--- config.mk ---
export PLATFORM = sky130hd
export DESIGN_NAME = cp0_v2
export DESIGN_NICKNAME = d
export VERILOG_FILES = /design/src/rtl/cp0_pkg.sv /design/src/rtl/cp0_timer.sv /design/src/rtl/cp0_v2.sv
export SDC_FILE = /design/constraint.sdc
export NUM_CORES = 1
export LEC_CHECK = 0
export ABC_AREA = 1
export CORE_MARGIN = 3
export CORE_UTILIZATION = 51
export DETAILED_ROUTE_END_ITERATION = 10
export PLACE_DENSITY = 0.9
export SYNTH_ARGS = -nofsm -noshare
export SYNTH_HDL_FRONTEND = slang
export SYNTH_SLANG_ARGS = --single-unit
--- constraint.sdc ---
create_clock -name clk -period 1.7 [get_ports clk]
set_input_delay 0.255 -clock clk [delete_from_list [all_inputs] [get_ports clk]]
set_output_delay 0.255 -clock clk [all_outputs]
set_load 0.05 [all_outputs]
--- src/rtl/cp0_pkg.sv ---
`default_nettype none
// +----------------------------------------------------------------------+
// | cp0_pkg                                                              |
// | Shared register select codes, field positions and packing helpers    |
// | for the CP0 coprocessor.                                             |
// | Rev 1.0                                                              |
// +----------------------------------------------------------------------+
package cp0_pkg;

    localparam logic [4:0] c_sel_count   = 5'd9;
    localparam logic [4:0] c_sel_compare = 5'd11;
    localparam logic [4:0] c_sel_sr      = 5'd12;
    localparam logic [4:0] c_sel_cause   = 5'd13;
    localparam logic [4:0] c_sel_epc     = 5'd14;
    localparam logic [4:0] c_sel_prid    = 5'd15;

    localparam int c_sr_ie_bit     = 0;
    localparam int c_sr_exl_bit    = 1;
    localparam int c_sr_im_lsb     = 8;
    localparam int c_cause_exc_lsb = 2;
    localparam int c_cause_ip_lsb  = 8;
    localparam int c_ip_timer_bit  = 7;

    localparam logic [4:0] c_exc_int = 5'd0;

    function automatic logic [31:0] pack_sr(input logic [7:0] im,
                                            input logic       exl,
                                            input logic       ie);
        return {16'b0, im, 6'b0, exl, ie};
    endfunction

    function automatic logic [31:0] pack_cause(input logic [7:0] ip,
                                               input logic [4:0] exccode);
        return {16'b0, ip, 1'b0, exccode, 2'b00};
    endfunction

endpackage
`default_nettype wire

--- src/rtl/cp0_timer.sv ---
`default_nettype none
// +----------------------------------------------------------------------+
// | cp0_timer                                                            |
// | Free-running Count register with Compare match and sticky pending.   |
// | Rev 1.0                                                              |
// +----------------------------------------------------------------------+
module cp0_timer #(
    parameter int TIMER_EN = 1
) (
    input  logic        clk,
    input  logic        rst,
    input  logic        wr_count,
    input  logic        wr_compare,
    input  logic [31:0] din,
    output logic [31:0] count,
    output logic [31:0] compare,
    output logic        timer_pend
);

    logic [31:0] r_count;
    logic [31:0] r_compare;
    logic        r_timer_pend;

    always_ff @(posedge clk) begin
        if (rst) begin
            r_count      <= '0;
            r_compare    <= '1;
            r_timer_pend <= 1'b0;
        end else begin
            r_count <= wr_count ? din : r_count + 32'd1;
            if (wr_compare) begin
                r_compare <= din;
            end
            // A Compare write acknowledges the timer even if it matches this cycle.
            if (wr_compare) begin
                r_timer_pend <= 1'b0;
            end else if ((TIMER_EN != 0) && (r_count == r_compare)) begin
                r_timer_pend <= 1'b1;
            end
        end
    end

    assign count      = r_count;
    assign compare    = r_compare;
    assign timer_pend = r_timer_pend;

endmodule
`default_nettype wire

--- src/rtl/cp0_v2.sv ---
`default_nettype none
// +----------------------------------------------------------------------+
// | cp0_v2                                                               |
// | CP0 coprocessor: SR/Cause/EPC/PrID, interrupt gating, timer.         |
// | Rev 1.0                                                              |
// +----------------------------------------------------------------------+
module cp0_v2
    import cp0_pkg::*;
#(
    parameter int          NUM_HWINT = 6,
    parameter logic [31:0] PRID_VAL  = 32'h2007_4411,
    parameter int          TIMER_EN  = 1
) (
    input  logic                 clk,
    input  logic                 rst,
    input  logic [31:0]          pc,
    input  logic [31:0]          din,
    input  logic [4:0]           sel,
    input  logic                 wen,
    input  logic [NUM_HWINT-1:0] hwint,
    input  logic                 exc_req,
    input  logic [4:0]           exc_code,
    input  logic                 eret,
    output logic                 int_req,
    output logic                 exl,
    output logic [31:0]          epc,
    output logic [31:0]          dout
);

    logic [7:0]  r_im;
    logic [7:0]  r_ip;
    logic        r_ie;
    logic        r_exl;
    logic [4:0]  r_exccode;
    logic [31:0] r_epc;

    logic        w_wr_sr;
    logic        w_wr_epc;
    logic        w_entry;
    logic [7:0]  w_ip_next;
    logic [31:0] w_count;
    logic [31:0] w_compare;
    logic        w_timer_pend;
    logic [1:0]  w_unused;

    assign w_unused = pc[1:0];
    assign w_wr_sr  = wen && (sel == c_sel_sr);
    assign w_wr_epc = wen && (sel == c_sel_epc);

    cp0_timer #(
        .TIMER_EN (TIMER_EN)
    ) u_timer (
        .clk        (clk),
        .rst        (rst),
        .wr_count   (wen && (sel == c_sel_count)),
        .wr_compare (wen && (sel == c_sel_compare)),
        .din        (din),
        .count      (w_count),
        .compare    (w_compare),
        .timer_pend (w_timer_pend)
    );

    // Interrupt request is derived only from registered state.
    assign int_req = (|(r_ip & r_im)) & r_ie & ~r_exl;
    assign w_entry = exc_req | int_req;

    always_comb begin
        w_ip_next                 = '0;
        w_ip_next[NUM_HWINT-1:0]  = hwint;
        w_ip_next[c_ip_timer_bit] = w_timer_pend;
    end

    always_ff @(posedge clk) begin
        if (rst) begin
            r_im      <= '0;
            r_ip      <= '0;
            r_ie      <= 1'b0;
            r_exl     <= 1'b0;
            r_exccode <= '0;
            r_epc     <= '0;
        end else begin
            r_ip <= w_ip_next;
            if (w_wr_sr) begin
                r_im <= din[15:8];
                r_ie <= din[c_sr_ie_bit];
            end
            // Entry dominates both SR writes and eret for the EXL flag.
            if (w_entry) begin
                r_exl <= 1'b1;
            end else if (w_wr_sr) begin
                r_exl <= din[c_sr_exl_bit];
            end else if (eret) begin
                r_exl <= 1'b0;
            end
            if (w_entry) begin
                r_epc <= {pc[31:2], 2'b00};
            end else if (w_wr_epc) begin
                r_epc <= {din[31:2], 2'b00};
            end
            if (w_entry) begin
                r_exccode <= exc_req ? exc_code : c_exc_int;
            end
        end
    end

    always_comb begin
        dout = '0;
        case (sel)
            c_sel_count:   dout = w_count;
            c_sel_compare: dout = w_compare;
            c_sel_sr:      dout = pack_sr(r_im, r_exl, r_ie);
            c_sel_cause:   dout = pack_cause(r_ip, r_exccode);
            c_sel_epc:     dout = r_epc;
            c_sel_prid:    dout = PRID_VAL;
            default:       dout = '0;
        endcase
    end

    assign exl = r_exl;
    assign epc = r_epc;

endmodule
`default_nettype wire

==> run metrics, run 1 <==
status=finished with violations; failing checks=negative setup slack; Post-Synthesis Cell Area=6840 sq um; Peak VDD IR=0.775 mV; first-pass iteration count of the detailed router=9; clk root buf=sky130_fd_sc_hd__clkbuf_16; number of pins with negative max-slew slack in the final report=0; clock tree from TritonCTS=done; parity-gate share of the synthesized area counting xor and xnor cells=0.0474; Seq. cell area=approximately 2400 sq um; total CTS buffers=17; number of global-route vias before repair=roughly 8100; critical path capture point type=primary output; Sw Ratio=0.279; Clock H-tree levels=4; HPWL after detailed placement=around 17000 microns; part of the total power dissipated in combinational logic=0.167; maximum fanout along the worst path=3; data arrival time of the critical path=between 1500 and 2000 ps; buffer levels on the longest clock path=2; Crit Path Category=flop to primary output; cell with the largest stage delay on the worst path=sky130_fd_sc_hd__dfxtp_1; Final nets=approximately 1400; Final Cycle Share=1.04; Max Freq=0.564 GHz; number of top-level pins=approximately 150; most common cell after layout, fill and taps aside=sky130_fd_sc_hd__nand2_1; number of fill cells in the layout=776; Post-Synth Adder-Cell Area=0.00183; critical path, cell by cell=inv_2, o22ai_4, a21oi_2, o211ai_1, clkbuf_16; Hold Worst Slack=332 ps; dominant register cell in the synthesized netlist=sky130_fd_sc_hd__dfxtp_1; average wire per standard cell=between 15 and 20 microns; final critical path time including I/O delays and setup=1770 ps; core outline area=approximately 13000 sq um; yosys synthesis warning count=0; die span in y=122 microns; number of synthesized flops with an enable pin=0; average cell area after synthesis=6.31 sq um; Post-Synthesis Cells=about 1100; R2R depth=10; wire length reported by the detailed router=about 27000 microns; share of the yosys chip area belonging to registers=0.343; Synth Area in Compound Gates=0.146; largest net degree at the start of global routing=52; buffers added on ports=146; area occupied by multi-input gates=4200 sq um; Worst EP required=between 1000 and 1500 ps; class of the worst hold path=input pin to flop; cell depth of the worst hold path=3; die width=122 microns; kind of start point of the critical path=flop; total via count in the routed design=roughly 8600; gpl congestion=approximately 1; clock transition time at the flip-flop clock pins of the worst setup and hold paths=50 ps; Clk Latency, worst-skew pair=~440 ps; R2R Path End=u_timer.timer_pend; GRT Resource Usage Total=0.348; First DRT Iteration DRCs=~1300; area fraction in and, or, nand and nor cells after synthesis=0.343; slowest stage delay, CP=370 ps; dominant combinational cell family by area after synthesis=simple AND/OR/NAND/NOR gates; total of hold buffers inserted after clock tree synthesis=0; maximum capacitance violations=0; Hold Fails Final Rpt=0; total of flip-flops plus latches after synthesis=~120; Switch Pwr=slightly above 0.002 W; number of unique standard cell types used by synthesis=32; number of nets still failing antenna checks after routing=0; fraction of registers with async set/reset=0; antenna violations before repair=0; worst-case setup margin in the final layout=-71.5 ps; Min-Delay Startpoint=hwint[1]; first-pass GRT wire length=40500 microns; global route overflow=0; Power per Cell Area=~710 nW/um^2; detailed-route vias per instance=5.88; final setup vio count=12; count of antenna diodes in the layout=0; proportion of power drawn by the clock network=0.439; endpoint with the worst hold slack=r_ip[1]; Initial Utilization=0.531; area added between synthesis and finish=52.9%; die footprint=about 15000 sq um; multiplexer fraction of the synthesized cell area=0; total leakage power=~4.7 nW; highest-count cells in the layout ignoring fill and taps=sky130_fd_sc_hd__nand2_1 (281), sky130_fd_sc_hd__nor2_1 (163), sky130_fd_sc_hd__inv_1 (131); fraction of final layout cells sized beyond drive strength 1=0.237; Setup Skew=12.8 ps; count of clock tree sinks=roughly 120; worst reg2reg setup slack=-40 ps; part of the total power dissipated in sequential elements=0.393; setup repair after global routing missed its margin=true; Critical R2R Launch=u_timer.count[19]; Internal Power=between 0.005 and 0.006 W; number of design rule violations left after detail routing=0; final-layout setup total negative slack=-443 ps; row cnt=slightly above 40
==> power groups by stage <==
stage                     clock network, W  logic, W  registers, W
after floorplan                          0  0.000443       0.00309
after global placement                   0   0.00109       0.00295
after detailed placement                 0   0.00111       0.00295
after CTS                          0.00320   0.00119       0.00290
after global routing               0.00336   0.00130       0.00291
final                              0.00325   0.00123       0.00291
==> routing by layer <==
metal,GRT usage,share of wire,up-vias
met5,0,0,-
met4,0.178,0.063,0
met3,0.106,0.12,184
met2,0.575,0.46,698
met1,0.408,0.36,3886
li1,-,-,3810
==> worst max-delay path by stage <==
stage,startpoint,to,slack (ps),depth (start not counted)
2_1_floorplan,epc[2],dout[2],-140,2
3_3_place_gp,sel[3],dout[6],-460,7
3_5_place_dp,sel[3],dout[28],-480,7
4_1_cts,r_im[1],int_req,-20,8
5_1_grt,r_ip[2],int_req,-140,8
6_report,u_timer.compare[13],dout[13],-70,5
==> Yosys cell counts, types with 4 or more instances <==
| cell type | number | share of area |
|---|---|---|
| sky130_fd_sc_hd__a21oi_1 | 55 | 0.040 |
| sky130_fd_sc_hd__a22oi_1 | 5 | 0.0055 |
| sky130_fd_sc_hd__buf_1 | 4 | 0.0022 |
| sky130_fd_sc_hd__buf_2 | 22 | 0.016 |
| sky130_fd_sc_hd__clkbuf_1 | 20 | 0.011 |
| sky130_fd_sc_hd__dfxtp_1 | 117 | 0.34 |
| sky130_fd_sc_hd__inv_1 | 147 | 0.081 |
| sky130_fd_sc_hd__inv_2 | 9 | 0.0049 |
| sky130_fd_sc_hd__nand2_1 | 292 | 0.16 |
| sky130_fd_sc_hd__nand3_1 | 65 | 0.048 |
| sky130_fd_sc_hd__nand4_1 | 4 | 0.0037 |
| sky130_fd_sc_hd__nor2_1 | 169 | 0.093 |
| sky130_fd_sc_hd__nor2_2 | 12 | 0.011 |
| sky130_fd_sc_hd__nor2_4 | 5 | 0.0082 |
| sky130_fd_sc_hd__nor3_1 | 7 | 0.0051 |
| sky130_fd_sc_hd__nor3_2 | 4 | 0.0059 |
| sky130_fd_sc_hd__o2111ai_1 | 8 | 0.010 |
| sky130_fd_sc_hd__o211ai_1 | 38 | 0.042 |
| sky130_fd_sc_hd__o21ai_0 | 18 | 0.013 |
| sky130_fd_sc_hd__o21ai_1 | 14 | 0.010 |
| sky130_fd_sc_hd__o221ai_1 | 16 | 0.020 |
| sky130_fd_sc_hd__xnor2_1 | 24 | 0.031 |
| sky130_fd_sc_hd__xor2_1 | 13 | 0.017 |
==> registers in the layout, summed over array words and instances, names as in the netlist <==
register            count
epc                    30
r_ie                    1
r_im                    8
u_timer.count          32
exl                     1
u_timer.compare        32
u_timer.timer_pend      1
r_exccode               5
r_ip                    7
==> stage by stage <==
stage                     area, sq um  utilization  std cells  setup slack, ps  power [W]
after floorplan                  6920            -       1085             -136    0.00353
after global placement           9120        0.708       1403             -458    0.00404
after detailed placement         9120        0.708       1403             -485    0.00406
after CTS                       10300        0.796       1453            -25.0    0.00729
after global routing            10500        0.812       1460             -144    0.00758
final                           10500        0.812       1460            -71.5    0.00739
==> cell families (layout without fill, tap and decap cells) <==
| logic type | Yosys count | count (layout) |
|---|---|---|
| DFF | 117 | 117 |
| adders and majority gates | 1 | 1 |
| xor gates and xnor gates | 37 | 37 |
| AOI/OAI and AO/OA | 158 | 158 |
| other | 1 | 2 |
| buffers and inverters | 205 | 408 |
| and+or+nand+nor | 565 | 565 |
==> cell type report <==
cell class                 instances  share of cell area
clock buffer                      25              0.0474
tap                              172              0.0206
clock inverter                     5             0.00239
timing repair buffer             222               0.242
sequential                       117               0.227
multi-input combinational        763               0.402
inverter                         156              0.0585
==> what timing repair did <==
item / CTS / global route
pin swaps: 24 / 17
setup buffers: 22 / 8
resized for setup: 123 / 60
endpoints found under the setup margin: 41 / 41
==> critical path, delay by kind of cell (launching register included) <==
family / cells / cell delay, ps
buf+inv: 2 / 330
flops: 1 / 370
compound gates: 3 / 380
Power figures use the tool's default switching activity.
==> run 2, diff against run 1 <==
--- a/config.mk
+++ b/config.mk
@@ -7,9 +7,10 @@
 export LEC_CHECK = 0
 export ABC_AREA = 1
 export CORE_MARGIN = 3
-export CORE_UTILIZATION = 51
+export CORE_UTILIZATION = 52
 export DETAILED_ROUTE_END_ITERATION = 10
-export PLACE_DENSITY = 0.9
+export PLACE_DENSITY = 0.91
 export SYNTH_ARGS = -nofsm -noshare
 export SYNTH_HDL_FRONTEND = slang
+export SYNTH_HIERARCHICAL = 1
 export SYNTH_SLANG_ARGS = --single-unit
==> run metrics, run 2 <==
status=finished with violations; failing checks=design-rule violations, negative setup slack; Max Freq=0.549 GHz; antenna violations before repair=0; buffers added on ports=between 100 and 150; final-layout setup total negative slack=-1640 ps; Critical R2R Launch=r_ip[4]; Clock H-tree levels=4; core outline area=approximately 13000 sq um; worst reg2reg setup slack=-70 ps; critical path capture point type=primary output; Final nets=roughly 1400; count of antenna diodes in the layout=0; final critical path time including I/O delays and setup=approximately 1800 ps; Yosys top cell area share=0.335; number of top-level pins=roughly 150; maximum capacitance violations=0; gpl congestion=0.940; total CTS buffers=17; kind of start point of the critical path=flop; Hold Worst Slack=335 ps; GRT Resource Usage Total=0.397; count of clock tree sinks=about 120; fraction of final layout cells sized beyond drive strength 1=0.210; area fraction in and, or, nand and nor cells after synthesis=0.391; global route overflow=0; clock tree from TritonCTS=done; wire length reported by the detailed router=between 30000 and 40000 microns; count leader, synth=sky130_fd_sc_hd__nand2_1; HPWL after detailed placement=between 15000 and 20000 microns; cell type contributing the most total cell area after synthesis=sky130_fd_sc_hd__dfxtp_1; share of the yosys chip area belonging to registers=0.335; parity-gate share of the synthesized area counting xor and xnor cells=0.0451; Power per Cell Area=781 nW/um^2; number of global-route vias before repair=8658; buffer levels on the longest clock path=2; number of unique standard cell types used by synthesis=34; Tot Pwr=0.00814 W; largest net degree at the start of global routing=83; dominant combinational cell family by area after synthesis=simple AND/OR/NAND/NOR gates; total of hold buffers inserted after clock tree synthesis=0; total of flip-flops plus latches after synthesis=around 120; die width=122 microns; row cnt=41; most common cell after layout, fill and taps aside=sky130_fd_sc_hd__nand2_1; die footprint=approximately 15000 sq um; average wire per standard cell=22.7 microns; worst-case setup margin in the final layout=-121 ps; die span in y=about 120 microns; maximum fanout along the worst path=2; Post-Layout Inst Area=between 10000 and 15000 sq um; total leakage power=4.86 nW; Crit Path Category=flop to primary output; Post-Synth Adder-Cell Area=0.00179; cell area after placement=9230 sq um; leading post-synthesis cells by instance count=sky130_fd_sc_hd__nand2_1 (327), sky130_fd_sc_hd__inv_1 (118), sky130_fd_sc_hd__dfxtp_1 (117), sky130_fd_sc_hd__nor2_1 (112), sky130_fd_sc_hd__nand3_1 (89); Synth Area in Compound Gates=0.116; endpoint with the worst hold slack=r_ip[3]; highest-count cells in the layout ignoring fill and taps=sky130_fd_sc_hd__nand2_1 (321), sky130_fd_sc_hd__inv_1 (112), sky130_fd_sc_hd__nor2_1 (104); Clk Latency, worst-skew pair=between 400 and 500 ps; dpl ws=-441 ps; first-pass iteration count of the detailed router=11; number of nets still failing antenna checks after routing=0; fraction of registers with async set/reset=0; dominant register cell in the synthesized netlist=sky130_fd_sc_hd__dfxtp_1; number of design rule violations left after detail routing=2; average cell area after synthesis=roughly 6.3 sq um; First DRT Iteration DRCs=approximately 2000; Initial Utilization=0.543; setup repair after global routing missed its margin=true; Post-Synthesis Cell Area=6990 sq um; yosys synthesis warning count=6; R2R depth=11; R2R Path End=r_exccode[2]; Worst EP required=1440 ps; total via count in the routed design=~9700; Hold Fails Final Rpt=0; data arrival time of the critical path=about 1600 ps; Peak VDD IR=~0.98 mV; final setup vio count=45; Setup Skew=around 9.5 ps; clk root buf=sky130_fd_sc_hd__clkbuf_16; detailed-route vias per instance=approximately 6.6; Final Cycle Share=1.07; number of pins with negative max-slew slack in the final report=0; class of the worst hold path=input pin to flop; multiplexer fraction of the synthesized cell area=0; Post-Synthesis Cells=roughly 1100; first-pass GRT wire length=45400 microns; clock transition time at the flip-flop clock pins of the worst setup and hold paths=~50 ps; area added between synthesis and finish=49.0%; number of synthesized flops with an enable pin=0; cell depth of the worst hold path=3; Min-Delay Startpoint=hwint[3]; leading cell types by total area after synthesis=sky130_fd_sc_hd__dfxtp_1 (33%), sky130_fd_sc_hd__nand2_1 (18%), sky130_fd_sc_hd__nand3_1 (6.4%), sky130_fd_sc_hd__inv_1 (6.3%), sky130_fd_sc_hd__nand4_1 (6.3%)
-- run 2: layout make-up --
type / instances / area, sq um
multi-input cells: 803 / 4130
well taps: 172 / 215
fillers: 701 / 2450
clock buffers: 24 / 502
flip-flops and latches: 117 / 2360
inverters: 128 / 497
repair buffers: 223 / 2590
clock inverters: 8 / 120
-- run 2: timing repair --
| action | 4_1_cts | 5_1_grt |
|---|---|---|
| pin swaps | 13 | 25 |
| gates cloned | 3 | 2 |
| resized for setup | 56 | 68 |
| setup endpoints to repair | 39 | 56 |
| buffers inserted | 8 | 6 |
-- run 2: critical path, stage by stage (launching register included) --
cell,delay (ps)
sky130_fd_sc_hd__dfxtp_1,320
sky130_fd_sc_hd__nand2_1,80
sky130_fd_sc_hd__nand2_1,60
sky130_fd_sc_hd__nor2_1,150
sky130_fd_sc_hd__nand2_1,110
sky130_fd_sc_hd__nand2_2,110
sky130_fd_sc_hd__buf_12,120
sky130_fd_sc_hd__inv_4,30
sky130_fd_sc_hd__buf_8,130
-- run 2: worst max-delay path by stage --
stage                                 from  slack, ps                  end
after floorplan                        wen         70  u_timer/compare[10]
after global placement              sel[3]       -390             dout[10]
after detailed placement            sel[1]       -440  u_timer/compare[30]
after CTS                 u_timer/count[6]        -10              dout[6]
after global routing               r_ip[3]       -150              int_req
final                              r_ip[4]       -120              int_req
-- run 2: cell families after synthesis --
kind of cell               count (synthesis)
xor gates and xnor gates                  36
adders and majority gates                  1
AOI/OAI and AO/OA                        137
other                                      1
DFF                                      117
buffers and inverters                    193
and+or+nand+nor                          627
-- run 2: report_power, final --
group	switching, W	internal, W	leakage [nW]
Combinational	0.000837	0.000542	3.59
Clock	0.00133	0.00249	0.302
Sequential	0.000101	0.00284	0.963
-- run 2: routing by layer --
layer,track usage,vias up,share of wire
li1,-,3956,-
met1,0.442,4257,0.31
met2,0.635,1082,0.42
met3,0.115,403,0.15
met4,0.311,0,0.12
met5,0,-,0
-- run 2: stage by stage --
stage          cells   util
6_report        1475  0.809
5_1_grt         1475  0.809
4_1_cts         1467  0.784
3_5_place_dp    1425  0.717
3_3_place_gp    1425  0.717
2_1_floorplan   1113      -
